--- src/rtl/rr_arb_pkg.sv ---
// Package rr_arb_pkg
// Purpose : shared constants and types for the 16-way round-robin arbiter.
//   N_REQ        number of requesters (fixed at 16, matches a 4-to-16 decoder)
//   IDX_W        grant index width
//   MAX_HOLD_DEF default hold limit, used only when ARB_HOLD_TIMEOUT_EN is defined
//   arb_state_t  arbiter FSM state (IDLE / GRANT)
package rr_arb_pkg;

  localparam int N_REQ        = 16;
  localparam int IDX_W        = 4;
  localparam int MAX_HOLD_DEF = 8;

  typedef enum logic {
    IDLE  = 1'b0,
    GRANT = 1'b1
  } arb_state_t;

endpackage : rr_arb_pkg

--- src/rtl/rr_pick_16.sv ---
// Module rr_pick_16
// Purpose : combinational circular first-one search over 16 requests,
//           starting at position ptr and wrapping 15 -> 0.
// Ports   :
//   req   [15:0] in  request vector
//   ptr   [3:0]  in  search start position (highest priority)
//   idx   [3:0]  out index of the first set request at or after ptr (circular)
//   found        out 1 when any request is set; idx is meaningless otherwise
module rr_pick_16
  import rr_arb_pkg::*;
(
  input  logic [N_REQ-1:0] req,
  input  logic [IDX_W-1:0] ptr,
  output logic [IDX_W-1:0] idx,
  output logic             found
);

  logic [N_REQ-1:0] rot;
  logic [IDX_W-1:0] enc;

  // Rotate right by ptr: rot[0] is the requester at ptr, rot[1] at ptr+1, ...
  // The 4-bit index sum wraps mod 16 by construction.
  always_comb begin
    rot = '0;
    for (int i = 0; i < N_REQ; i++) begin
      rot[i] = req[IDX_W'(i) + ptr];
    end
  end

  // Fixed-priority encode, lowest bit wins (scan high to low, last hit sticks).
  always_comb begin
    enc = '0;
    for (int i = N_REQ - 1; i >= 0; i--) begin
      if (rot[i]) begin
        enc = IDX_W'(i);
      end
    end
  end

  // Undo the rotation; mod-16 wrap again comes from the 4-bit add.
  assign idx   = enc + ptr;
  assign found = |req;

endmodule : rr_pick_16

--- config.mk ---
export PLATFORM = sky130hd
export DESIGN_NAME = rr_pick_16
export DESIGN_NICKNAME = d
export VERILOG_FILES = /design/src/rtl/rr_arb_pkg.sv /design/src/rtl/rr_pick_16.sv
export SDC_FILE = /design/constraint.sdc
export NUM_CORES = 1
export LEC_CHECK = 0
export ABC_AREA = 1
export CORE_MARGIN = 8
export CORE_UTILIZATION = 45
export DETAILED_ROUTE_END_ITERATION = 8
export GPL_TIMING_DRIVEN = 0
export PLACE_DENSITY = 0.71
export SETUP_SLACK_MARGIN = 0.05
export SYNTH_ARGS = -nofsm -noshare
export SYNTH_HDL_FRONTEND = slang
export SYNTH_SLANG_ARGS = --single-unit
--- constraint.sdc ---
create_clock -name vclk -period 6.03
set_input_delay 1.206 -clock vclk [all_inputs]
set_output_delay 1.206 -clock vclk [all_outputs]
set_load 0.05 [all_outputs]
==> key figures <==
Final layout
  – Share of cells above drive strength 1: 10.7%
  – Register area: 0 sq um
  – Nets: 304
  – Clock buf count: 0
  – Number of sequential cells: 0
  – Fin area: 1600 sq um
  – Number of diodes: 0
  – Area grow syn2layout: 26.1%
  – Fill cells: 299

Synthesis
  – Sequential-to-total area share from yosys stat: 0%
  – Synth top area share: 28.0%
  – Synth warnings: 0
  – Synth area leaders: nand3_1, nand2_1, ha_1
  – Synthesized area per cell: 5.18 sq um
  – Cells after Synth: 245
  – Area leader, netlist: nand3_1
  – Syn_nets: 276
  – Count leader, synth: nand2_1
  – Mapped cell area: 1270 sq um
  – Post-synthesis cell type count: 25
  – Top post-synthesis cells by count: nand2_1, nand3_1, inv_1

Floorplan
  – DIE WIDTH: 69.1 microns
  – Core area: 2710 sq um
  – Initial core utilization: 46.8%
  – # IOs: 25
  – FP Rows: 19
  – Die Footprint: 4770 sq um
  – Die Height: 69.1 microns

Timing
  – Slew @ Worst Pin: 515 ps
  – Final Hold Fails: 0
  – Post-route setup slack: 259 ps
  – Max Clk Rate: 0.173 GHz
  – RSZ-0062 raised after global routing: no
  – Post-route minimum period: 5770 ps
  – Worst hold margin: 3200 ps
  – Final period util: 95.7%
  – Final Max Slew Viols: 0
  – Slew HR: 65.5%
  – Setup violators final: 0

Placed design
  – DP Wirelength: 3440 microns
  – IO buf count: 24
  – Dpl cell area: 1550 sq um
  – Pre-CTS setup slack: -1090 ps
  – GPL Wtd Cong: 0.898

Detailed routing
  – Remaining DRCs: 0
  – Routed vias/inst: 5.49
  – Iter 0 DRT Violations: 93
  – Via count: 1659
  – WL/cell: 13.5 microns
  – 1st-pass router iterations: 5
  – Routed WL: 4060 microns
  – Final antenna-violating net count: 0

Pwr
  – Static Leakage: 0.000817 uW
  – Power Density: 143 nW/um^2
  – Max rail drop VDD: 0.137 mV

Global routing
  – Congestion Overflow GR: 0
  – First-pass GRT wire length: 6630 microns
  – Largest net degree at the start of global routing: 14
  – Antenna violations before repair: 0
  – Total global-route track usage: 15.9%
  – Vias in the first global route: 1425

Critical path
  – Crit end category: output pin
  – Worst setup SP type: primary input
  – CP required: 4820 ps
  – Worst Path Class, Setup: primary input to output pin
  – WP data arrival: 4560 ps
  – CP max FO: 10

Worst hold path
  – Worst min-delay path class: primary input to output pin

Run
  – Max Cap Violations: 0

Run status
  – Status: completed
power breakdown:
part / switching (uW) / internal [uW] / total, uW
Clock: 0 / 0 / 0
Combinational: 147 / 82.8 / 229
Sequential: 0 / 0 / 0
Total: 147 / 82.8 / 229
area by class of cell:
cell class | count | area, sq um | share of cell area [%]
multi-input combinational | 213 | 1170 | 72.9
timing repair buffer | 26 | 236 | 14.8
inverter | 25 | 98.8 | 6.18
buffer | 7 | 58.8 | 3.67
tap | 31 | 38.8 | 2.42
layer usage:
| metal | track usage [%] | wire length [microns] | share of wire [%] |
|---|---|---|---|
| met2 | 25.4 | 1820 | 45 |
| met4 | 1.59 | 42 | 1.0 |
| met3 | 0 | 95 | 2.3 |
| met1 | 23.6 | 2110 | 52 |
| met5 | 0 | 0 | 0 |
worst max-delay path, stage by stage:
cell and delay (ps):
clkdlybuf4s50_1 540, buf_6 180, inv_2 100, ha_1 200, a21oi_2 170, xor2_2 250
o21ai_1 130, nand2_1 80, nand2_1 40, nand2_1 60, nand2_1 50, nand2_1 50
nand2_1 40, nand2_1 50, nand2_1 40, nand2_1 60, nand2_1 40, nand2_1 50
nand2_1 50, a21oi_1 130, ha_1 200, inv_1 70, fa_1 410, xnor2_1 150
buf_4 210
timing repair:
item | in CTS | in global routing
setup endpoints to repair | 4 | 3
pin swaps | 0 | 2
hold buffers | 0 | 0
cloned | 0 | 0
resized for setup | 25 | 15
buffers inserted | 0 | 2
layout by cell type, fill, tap and decap left out, types with 4 or more instances in the layout:
| cell | count |
|---|---|
| nand2_1 | 78 |
| nand3_1 | 71 |
| inv_1 | 20 |
| clkdlybuf4s50_1 | 18 |
| a21oi_1 | 10 |
| ha_1 | 9 |
| o21ai_0 | 7 |
| buf_4 | 6 |
| nor2_1 | 6 |
| inv_2 | 4 |
| xor2_1 | 4 |
| nor4_1 | 4 |
metrics by stage:
stage	utilization (%)	power, uW	cells	TNS, ps
finish	59.0	229	302	0
global route	59.0	255	302	0
CTS	57.0	220	300	0
detailed placement	57.1	222	300	-3680
global placement	57.1	219	300	-3780
floorplan	-	160	245	0
final timing paths:
kind	depth (start not counted)	to	start	slack [ps]
min	5	idx[3]	ptr[3]	3200
max	25	idx[2]	ptr[2]	260
logic make-up (layout without fill, tap and decap cells):
logic type      Yosys count  count (layout)  synth area share [%]
fa+ha+maj                11              11                  11.4
compound gates           27              27                  11.3
simple gates            164             164                  57.2
buf+inv                  32              58                  11.2
xor+xnor                 11              11                  8.78
Note: power is estimated with default switching activity, not from simulation.
